### config.mk
export PLATFORM = sky130hd
export DESIGN_NAME = axil_lb_bridge_flat
export DESIGN_NICKNAME = d
export VERILOG_FILES = /design/src/rtl/axil_lb_bridge_pkg.sv /design/src/rtl/axil_lb_bridge_if.sv /design/src/rtl/axil_lb_bridge.sv /design/src/flat_wrapper.sv
export SDC_FILE = /design/constraint.sdc
export NUM_CORES = 1
export LEC_CHECK = 0
export CORE_ASPECT_RATIO = 0.6
export CORE_MARGIN = 8
export CORE_UTILIZATION = 35
export DETAILED_ROUTE_END_ITERATION = 10
export PLACE_DENSITY = 0.76
export SETUP_SLACK_MARGIN = 0.5
export SYNTH_ARGS = -nofsm -noshare
export SYNTH_HDL_FRONTEND = slang
export SYNTH_SLANG_ARGS = --single-unit
### constraint.sdc
create_clock -name clk -period 4.7 [get_ports clk]
set_clock_uncertainty 0.1 [all_clocks]
set_input_delay 0.94 -clock clk [delete_from_list [all_inputs] [get_ports clk]]
set_output_delay 0.94 -clock clk [all_outputs]
set_load 0.02 [all_outputs]
### src/rtl/axil_lb_bridge_pkg.sv
// axil_lb_pkg: shared FSM state type and AXI response constants for the AXI-Lite to local-bus bridge
package axil_lb_pkg;
    typedef enum logic [2:0] {IDLE, WR, WRESP, RD, RWAIT, RRESP} state_t;
    localparam logic [1:0]  RESP_OKAY    = 2'b00;
    localparam logic [1:0]  RESP_SLVERR  = 2'b10;
    localparam logic [31:0] TIMEOUT_DATA = 32'hDEADBEEF;
endpackage

### src/rtl/axil_lb_bridge_if.sv
// axil_lb_bridge_if: AXI4-Lite slave channels plus local-bus initiator signals of one register bank
interface axil_lb_bridge_if #(
    parameter int DATA_WIDTH = 32,
    parameter int ADDR_WIDTH = 10
);
    logic [ADDR_WIDTH+1:0]   s_awaddr;
    logic                    s_awvalid;
    logic                    s_awready;
    logic [DATA_WIDTH-1:0]   s_wdata;
    logic [DATA_WIDTH/8-1:0] s_wstrb;
    logic                    s_wvalid;
    logic                    s_wready;
    logic [1:0]              s_bresp;
    logic                    s_bvalid;
    logic                    s_bready;
    logic [ADDR_WIDTH+1:0]   s_araddr;
    logic                    s_arvalid;
    logic                    s_arready;
    logic [DATA_WIDTH-1:0]   s_rdata;
    logic [1:0]              s_rresp;
    logic                    s_rvalid;
    logic                    s_rready;
    logic                    lb_wren;
    logic [ADDR_WIDTH-1:0]   lb_waddr;
    logic [DATA_WIDTH-1:0]   lb_wdata;
    logic                    lb_rden;
    logic [ADDR_WIDTH-1:0]   lb_raddr;
    logic [DATA_WIDTH-1:0]   lb_rdata;
    logic                    lb_rvalid;

    modport slave (
        input  s_awaddr, s_awvalid, s_wdata, s_wstrb, s_wvalid, s_bready,
        input  s_araddr, s_arvalid, s_rready, lb_rdata, lb_rvalid,
        output s_awready, s_wready, s_bresp, s_bvalid, s_arready,
        output s_rdata, s_rresp, s_rvalid,
        output lb_wren, lb_waddr, lb_wdata, lb_rden, lb_raddr
    );

    modport master (
        output s_awaddr, s_awvalid, s_wdata, s_wstrb, s_wvalid, s_bready,
        output s_araddr, s_arvalid, s_rready, lb_rdata, lb_rvalid,
        input  s_awready, s_wready, s_bresp, s_bvalid, s_arready,
        input  s_rdata, s_rresp, s_rvalid,
        input  lb_wren, lb_waddr, lb_wdata, lb_rden, lb_raddr
    );
endinterface

### src/rtl/axil_lb_bridge.sv
// axil_lb_bridge: AXI4-Lite slave serialising one transaction at a time into local-bus strobes;
// define AXIL_LB_TIMEOUT_EN to turn a silent read responder into SLVERR after TIMEOUT cycles
import axil_lb_pkg::*;

module axil_lb_bridge #(
    parameter int DATA_WIDTH = 32,
    parameter int ADDR_WIDTH = 10,
    parameter int TIMEOUT    = 255
) (
    input logic              clk,
    input logic              aresetn,
    axil_lb_bridge_if.slave  bus
);
    state_t                state, state_nxt;
    logic                  last_wr;
    logic [ADDR_WIDTH-1:0] addr_q;
    logic [DATA_WIDTH-1:0] wdata_q;
    logic [DATA_WIDTH-1:0] rdata_q;
    logic [1:0]            rresp_q;
    logic                  wr_ok, rd_ok, pick_wr, pick_rd, tmo_hit, rd_done;
    logic                  unused_ok;

    assign wr_ok   = bus.s_awvalid && bus.s_wvalid;
    assign rd_ok   = bus.s_arvalid;
    assign pick_wr = wr_ok && (!rd_ok || !last_wr);
    assign pick_rd = rd_ok && !pick_wr;
    assign rd_done = state == RWAIT && (bus.lb_rvalid || tmo_hit);

`ifdef AXIL_LB_TIMEOUT_EN
    logic [15:0] cnt;

    // wait counter: zero outside RWAIT so it is clear on every entry
    always_ff @(posedge clk or negedge aresetn) begin
        if (!aresetn) cnt <= '0;
        else          cnt <= state == RWAIT ? cnt + 16'd1 : 16'd0;
    end

    assign tmo_hit = state == RWAIT && !bus.lb_rvalid && cnt == 16'(TIMEOUT - 1);
`else
    assign tmo_hit = 1'b0;
`endif

    assign unused_ok = ^{bus.s_wstrb, bus.s_awaddr[1:0], bus.s_araddr[1:0], 32'(TIMEOUT)};

    // state register
    always_ff @(posedge clk or negedge aresetn) begin
        if (!aresetn) state <= IDLE;
        else          state <= state_nxt;
    end

    // next-state: one outstanding transaction, alternating priority on contention
    always_comb begin
        state_nxt = state;
        case (state)
            IDLE:    state_nxt = pick_wr ? WR : pick_rd ? RD : IDLE;
            WR:      state_nxt = WRESP;
            WRESP:   state_nxt = bus.s_bready ? IDLE : WRESP;
            RD:      state_nxt = RWAIT;
            RWAIT:   state_nxt = rd_done ? RRESP : RWAIT;
            RRESP:   state_nxt = bus.s_rready ? IDLE : RRESP;
            default: state_nxt = IDLE;
        endcase
    end

    // outputs: readies only in IDLE for the granted channel, strobes and valids from state
    always_comb begin
        bus.s_awready = state == IDLE && pick_wr;
        bus.s_wready  = state == IDLE && pick_wr;
        bus.s_arready = state == IDLE && pick_rd;
        bus.s_bvalid  = state == WRESP;
        bus.s_rvalid  = state == RRESP;
        bus.lb_wren   = state == WR;
        bus.lb_rden   = state == RD;
    end

    // datapath: latch request on accept, capture read return or timeout response
    always_ff @(posedge clk or negedge aresetn) begin
        if (!aresetn) begin
            last_wr <= 1'b0;
            addr_q  <= '0;
            wdata_q <= '0;
            rdata_q <= '0;
            rresp_q <= RESP_OKAY;
        end else begin
            if (state == IDLE && pick_wr) begin
                addr_q  <= bus.s_awaddr[ADDR_WIDTH+1:2];
                wdata_q <= bus.s_wdata;
                last_wr <= 1'b1;
            end else if (state == IDLE && pick_rd) begin
                addr_q  <= bus.s_araddr[ADDR_WIDTH+1:2];
                last_wr <= 1'b0;
            end
            if (state == RWAIT && bus.lb_rvalid) begin
                rdata_q <= bus.lb_rdata;
                rresp_q <= RESP_OKAY;
            end else if (tmo_hit) begin
                rdata_q <= DATA_WIDTH'(TIMEOUT_DATA);
                rresp_q <= RESP_SLVERR;
            end
        end
    end

    assign bus.s_bresp  = RESP_OKAY;
    assign bus.s_rdata  = rdata_q;
    assign bus.s_rresp  = rresp_q;
    assign bus.lb_waddr = addr_q;
    assign bus.lb_raddr = addr_q;
    assign bus.lb_wdata = wdata_q;
endmodule

### src/flat_wrapper.sv
// flat-port wrapper written by rule: the top's interface ports become plain ports
module axil_lb_bridge_flat 
#(
    parameter int DATA_WIDTH = 32,
    parameter int ADDR_WIDTH = 10,
    parameter int TIMEOUT    = 255
)
  (clk, aresetn, bus_s_awaddr, bus_s_awvalid, bus_s_wdata, bus_s_wstrb, bus_s_wvalid, bus_s_bready, bus_s_araddr, bus_s_arvalid, bus_s_rready, bus_lb_rdata, bus_lb_rvalid, bus_s_awready, bus_s_wready, bus_s_bresp, bus_s_bvalid, bus_s_arready, bus_s_rdata, bus_s_rresp, bus_s_rvalid, bus_lb_wren, bus_lb_waddr, bus_lb_wdata, bus_lb_rden, bus_lb_raddr);
  axil_lb_bridge_if #(.DATA_WIDTH(DATA_WIDTH), .ADDR_WIDTH(ADDR_WIDTH)) bus_i ();
  input logic clk;
  input logic aresetn;
  input wire logic [$bits(bus_i.s_awaddr)-1:0] bus_s_awaddr;
  input wire logic [$bits(bus_i.s_awvalid)-1:0] bus_s_awvalid;
  input wire logic [$bits(bus_i.s_wdata)-1:0] bus_s_wdata;
  input wire logic [$bits(bus_i.s_wstrb)-1:0] bus_s_wstrb;
  input wire logic [$bits(bus_i.s_wvalid)-1:0] bus_s_wvalid;
  input wire logic [$bits(bus_i.s_bready)-1:0] bus_s_bready;
  input wire logic [$bits(bus_i.s_araddr)-1:0] bus_s_araddr;
  input wire logic [$bits(bus_i.s_arvalid)-1:0] bus_s_arvalid;
  input wire logic [$bits(bus_i.s_rready)-1:0] bus_s_rready;
  input wire logic [$bits(bus_i.lb_rdata)-1:0] bus_lb_rdata;
  input wire logic [$bits(bus_i.lb_rvalid)-1:0] bus_lb_rvalid;
  output wire logic [$bits(bus_i.s_awready)-1:0] bus_s_awready;
  output wire logic [$bits(bus_i.s_wready)-1:0] bus_s_wready;
  output wire logic [$bits(bus_i.s_bresp)-1:0] bus_s_bresp;
  output wire logic [$bits(bus_i.s_bvalid)-1:0] bus_s_bvalid;
  output wire logic [$bits(bus_i.s_arready)-1:0] bus_s_arready;
  output wire logic [$bits(bus_i.s_rdata)-1:0] bus_s_rdata;
  output wire logic [$bits(bus_i.s_rresp)-1:0] bus_s_rresp;
  output wire logic [$bits(bus_i.s_rvalid)-1:0] bus_s_rvalid;
  output wire logic [$bits(bus_i.lb_wren)-1:0] bus_lb_wren;
  output wire logic [$bits(bus_i.lb_waddr)-1:0] bus_lb_waddr;
  output wire logic [$bits(bus_i.lb_wdata)-1:0] bus_lb_wdata;
  output wire logic [$bits(bus_i.lb_rden)-1:0] bus_lb_rden;
  output wire logic [$bits(bus_i.lb_raddr)-1:0] bus_lb_raddr;
  assign bus_i.s_awaddr = bus_s_awaddr;
  assign bus_i.s_awvalid = bus_s_awvalid;
  assign bus_i.s_wdata = bus_s_wdata;
  assign bus_i.s_wstrb = bus_s_wstrb;
  assign bus_i.s_wvalid = bus_s_wvalid;
  assign bus_i.s_bready = bus_s_bready;
  assign bus_i.s_araddr = bus_s_araddr;
  assign bus_i.s_arvalid = bus_s_arvalid;
  assign bus_i.s_rready = bus_s_rready;
  assign bus_i.lb_rdata = bus_lb_rdata;
  assign bus_i.lb_rvalid = bus_lb_rvalid;
  assign bus_s_awready = bus_i.s_awready;
  assign bus_s_wready = bus_i.s_wready;
  assign bus_s_bresp = bus_i.s_bresp;
  assign bus_s_bvalid = bus_i.s_bvalid;
  assign bus_s_arready = bus_i.s_arready;
  assign bus_s_rdata = bus_i.s_rdata;
  assign bus_s_rresp = bus_i.s_rresp;
  assign bus_s_rvalid = bus_i.s_rvalid;
  assign bus_lb_wren = bus_i.lb_wren;
  assign bus_lb_waddr = bus_i.lb_waddr;
  assign bus_lb_wdata = bus_i.lb_wdata;
  assign bus_lb_rden = bus_i.lb_rden;
  assign bus_lb_raddr = bus_i.lb_raddr;
  axil_lb_bridge #(.DATA_WIDTH(DATA_WIDTH), .ADDR_WIDTH(ADDR_WIDTH), .TIMEOUT(TIMEOUT)) u_core (.clk(clk), .aresetn(aresetn), .bus(bus_i));
endmodule
# --- Word-level counts from Yosys, hierarchy flattened ---
# Index checks and enable logic that the tools add are counted.
word_totals:
  out_inout_bits: 95
  mem_count: 0
  ramBits: 0
  rom_bits: 0
  latch_bits: 0
  regBits: 78
op_classes:
  multipliers: 0
  div_mod_pow: 0
  n_reduce_logical: 12
  shift: 0
  eq_ne: 5
  muxes: 10
  add_sub_neg: 0
  order_cmp: 0
  bitwise_logic: 0
op_table:
  columns: ["operator", "n"]
  rows:
  - ["two-way mux 10 bit", 2]
  - ["one-hot mux 3 bit (6 select lines)", 1]
  - ["== test 3 x 2 -> 1 bit (second input constant)", 2]
  - ["== test 3 bit (second input constant)", 2]
  - ["logical AND 1 bit", 6]
  - ["two-way mux 3 bit", 2]
  - ["two-way mux 2 bit", 2]
  - ["== test 3 x 1 -> 1 bit (second input constant)", 1]
  - ["zero test 1 bit", 3]
  - ["zero test 3 bit", 1]
  - ["two-way mux 1 bit", 3]
  - ["nonzero test 2 bit", 1]
  - ["logical OR 1 bit", 1]

# --- Longest topological paths before layout ---
logic_depth:
  word_depth: 8
  ltp_mapped: 5
  ltp_nobuf: 3

# --- Worst setup path before layout ---
# Ideal clock, no wire load.
synth_timing:
  kind: "in2out"
  start: "input port bus_s_arvalid"
  end: "output port bus_s_wready"
  required_ps: 3660
  arrival_ps: 1747
  setup_slack_ps: 1913
  path_stages: 4
  path_cell_list: "and2_1 -> nor3_4 -> buf_6 -> buf_4"
synth_between:
  elab_chain_cells: 4
synth_rtl:
  columns: ["element", "line", "text"]
  rows:
  - ["start, declared", "flat_wrapper.sv:19", "input wire logic [$bits(bus_i.s_arvalid)-1:0] bus_s_arvalid;"]
  - ["zero test 1 bit", "axil_lb_bridge.sv:25", "assign pick_wr = wr_ok && (!rd_ok || !last_wr);"]
  - ["logical OR 1 bit", "axil_lb_bridge.sv:25", null]
  - ["logical AND 1 bit", "axil_lb_bridge.sv:25", null]
  - ["logical AND 1 bit", null, null]
  - ["end, declared", "flat_wrapper.sv:24", "output wire logic [$bits(bus_i.s_wready)-1:0] bus_s_wready;"]
# Every way passes these cells.

# --- Worst setup path after layout ---
layout_timing:
  start: "input port bus_s_wvalid"
  end: "output port bus_s_wready"
layout_between:
  elab_chain_cells: 3
layout_rtl:
  columns: ["element", "line", "text"]
  rows:
  - ["start, declared", "flat_wrapper.sv:16", "input wire logic [$bits(bus_i.s_wvalid)-1:0] bus_s_wvalid;"]
  - ["logical AND 1 bit", "axil_lb_bridge.sv:23", "assign wr_ok = bus.s_awvalid && bus.s_wvalid;"]
  - ["logical AND 1 bit", "axil_lb_bridge.sv:25", null]
  - ["logical AND 1 bit", "axil_lb_bridge.sv:68", "bus.s_wready = state == IDLE && pick_wr;"]
# Every way passes these cells.

==> flow_metrics.env <==
export IMPL_overflow=0
export IMPL_viasPerCell=4.80
export IMPL_cpPeakStageDelay_ns=0.70
export IMPL_cp_slowest_cell="clkdlybuf4s50_1"
export IMPL_max_freq_mhz=250
export IMPL_max_cap_violations=0
export IMPL_crit_top_cell="clkdlybuf4s50_1"
export IMPL_wirelength_um=10000
export IMPL_wl_per_cell_um=18.4
export IMPL_port_buffers=182
export IMPL_postLayoutCoreUtil_pct=59.5
export IMPL_rsz0062_at_grt="no"
export IMPL_fin_ws_ns=0.692
export IMPL_yosys_warnings=0
export IMPL_synthCells=240
export IMPL_p_leak_uw=0.00222
export IMPL_avgSynthCellArea_um2=13.8
export IMPL_crit_path_cell_trace="clkdlybuf4s50_1 -> nand2_1 -> nor3_4 -> clkdlybuf4s50_1"
export IMPL_post_route_min_period_ns=4.01
export IMPL_postCtsResizedCells=0
export IMPL_fillers=744
export IMPL_diodes=0
export IMPL_start_util_pct=36.1
export IMPL_regArea_um2=1950
export IMPL_ir_worst_vdd_v=0.000409
export IMPL_powerDensity_nw_per_um2=708
export IMPL_crit_family="buffers and inverters"
export IMPL_worstPathArrival_ns=2.97
export IMPL_pin_count=195
export IMPL_drtIter0Drc=61
export IMPL_die_area_um2=12900
export IMPL_p_total_uw=3850
export IMPL_status="complete, no violations"
export IMPL_hold_viol_final=0
export IMPL_root_buffer="clkbuf_16"
export IMPL_path_clk_slew_ns=0.05
export IMPL_ys_ff_latch=78
export IMPL_tns_ns=0
export IMPL_gp_congestion=0.765
export IMPL_grt_pass1_wl_um=15900
export IMPL_slew_violations=0
export IMPL_required_ns=3.66
export IMPL_critical_path_buf_inv_count=2
export IMPL_dp_hpwl_um=7620
export IMPL_tightest_slew_ns=0.993
export IMPL_endpoint_kind="primary output"
export IMPL_drive_above_1_share_pct=20.5
export IMPL_clk_path_buf_depth=2
export IMPL_fin_nets=509
export IMPL_clk_insertion_delay_late_ns=0.33
export IMPL_cts_tree="built"
export IMPL_path_max_fanout=12
export IMPL_slew_headroom_pct=33.8
export IMPL_htree_levels=3
export IMPL_worst_hold_path_type="reg -> reg"
export IMPL_grt_pass1_vias=2841
export IMPL_ant_nets=0
export IMPL_die_h_um=91.2
export IMPL_post_route_drc_count=0
export IMPL_ys_types=28
export IMPL_die_w_um=141
export IMPL_ys_seq_area_share_pct=59.1
export IMPL_pre_cts_slack_ns=0.700
export IMPL_finalSetupViolCount=0
export IMPL_track_usage_pct=15.8
export IMPL_timing_hold_ws_ns=0.400
export IMPL_synth_area_um2=3300
export IMPL_clock_sinks=78
export IMPL_holdBufCountCts=0
export IMPL_antenna_found_initial=0
export IMPL_rows=27
export IMPL_drtPass1Iterations=4
export IMPL_num_vias=2612
export IMPL_area_growth_pct=65.0
export IMPL_period_share_pct=85.3
export IMPL_grt_max_degree=79
export IMPL_cts_made_buffers=9
export IMPL_multi_input_area_um2=1160
export IMPL_critical_path_class="in -> out"
export IMPL_cp_start_kind="input pin"
export IMPL_coreArea_um2=9160
export IMPL_post_cts_setup_buffers=0
==> power by group <==
group | leakage (µW) | internal, µW | switching (µW)
Combinational | 0.00113 | 996 | 916
Sequential | 0.000933 | 1010 | 203
Clock | 0.000157 | 478 | 255
==> cell usage in the layout (no fill, tap or decap), types with 4 or more instances in the layout <==
master | netlist | routed
a21oi_1 | 10 | 10
a31oi_1 | 10 | 10
and2_1 | 4 | 4
buf_4 | 15 | 5
clkbuf_16 | 0 | 9
clkdlybuf4s50_1 | 0 | 181
conb_1 | 1 | 4
dfrtp_1 | 78 | 78
mux2_2 | 63 | 63
nand2_1 | 4 | 4
nand4_1 | 10 | 10
o31ai_1 | 10 | 10
==> layer usage <==
layer	routed length (µm)	global-route usage (%)	part of all wire, %
met2	4520	24.8	45
met4	180	5.60	1.8
met3	1260	9.09	13
met5	0	0	0
met1	4060	17.7	41
==> registers in the layout, summed over array words and instances (netlist names) <==
signal and cells:
u_core.last_wr 1, u_core.bus.lb_wdata 32, u_core.bus.lb_raddr 10, u_core.bus.s_rdata 32, u_core.state 3
==> through the flow <==
stage	instances	cell area (µm²)
final	544	5450
after global routing	544	5450
after CTS	544	5450
after detailed placement	528	5130
after global placement	528	5130
after floorplan	243	3310
==> cell families (layout without fill, tap and decap cells) <==
logic type	Yosys count	after routing	synth area share, %
AO/OA/AOI/OAI	37	37	7.24
buffers and inverters	32	203	6.18
flip-flops	78	78	59.1
multiplexers	64	64	21.8
other	1	4	0.114
AND/OR/NAND/NOR	28	28	5.50
==> final timing paths <==
kind,start,to,slack (ns),cells after the start
max,bus_s_wvalid,bus_s_wready,0.69,4
min,u_core.bus.lb_wdata[8],u_core.bus.lb_wdata[8],0.40,1
max reg2reg,u_core.state[0],u_core.bus.lb_wdata[6],2.28,4
min reg2reg,u_core.bus.lb_wdata[8],u_core.bus.lb_wdata[8],0.40,1
max in group asynchronous,aresetn,u_core.bus.s_rdata[11],3.18,1
min in group asynchronous,aresetn,u_core.bus.s_rdata[20],0.68,1
==> layout make-up <==
class	instances	share of cell area [%]
multi-input cells	133	21.3
clock buffers	12	4.53
repair buffers	186	34.0
clock inverters	4	1.29
flip-flops and latches	78	35.8
inverters	1	0.0689
well taps	130	2.99
==> cell usage after synthesis <==
cell       n  share of area (%)
inv_1      1               0.11
nand2_1    4               0.45
nor2b_1    1               0.19
nor2_1     2               0.23
a31oi_1   10                1.9
and3b_1    2               0.53
o21ai_0    1               0.15
nor3b_1    2               0.45
buf_4     15                3.4
and2_1     4               0.76
buf_2      4               0.61
or3_4      1               0.34
o21a_1     1               0.23
nor3_4     1               0.49
mux2_1     1               0.34
buf_1      1               0.11
buf_6      3                1.0
o31ai_1   10                2.3
a21o_1     3               0.68
clkbuf_1   8               0.91
a211o_1    1               0.27
a211oi_1   1               0.23
a21oi_1   10                1.5
nand4_1   10                1.9
mux2_2    63                 21
conb_1     1               0.11
dfrtp_1   78                 59
nor3_1     1               0.15
Power figures use the tool's default switching activity.
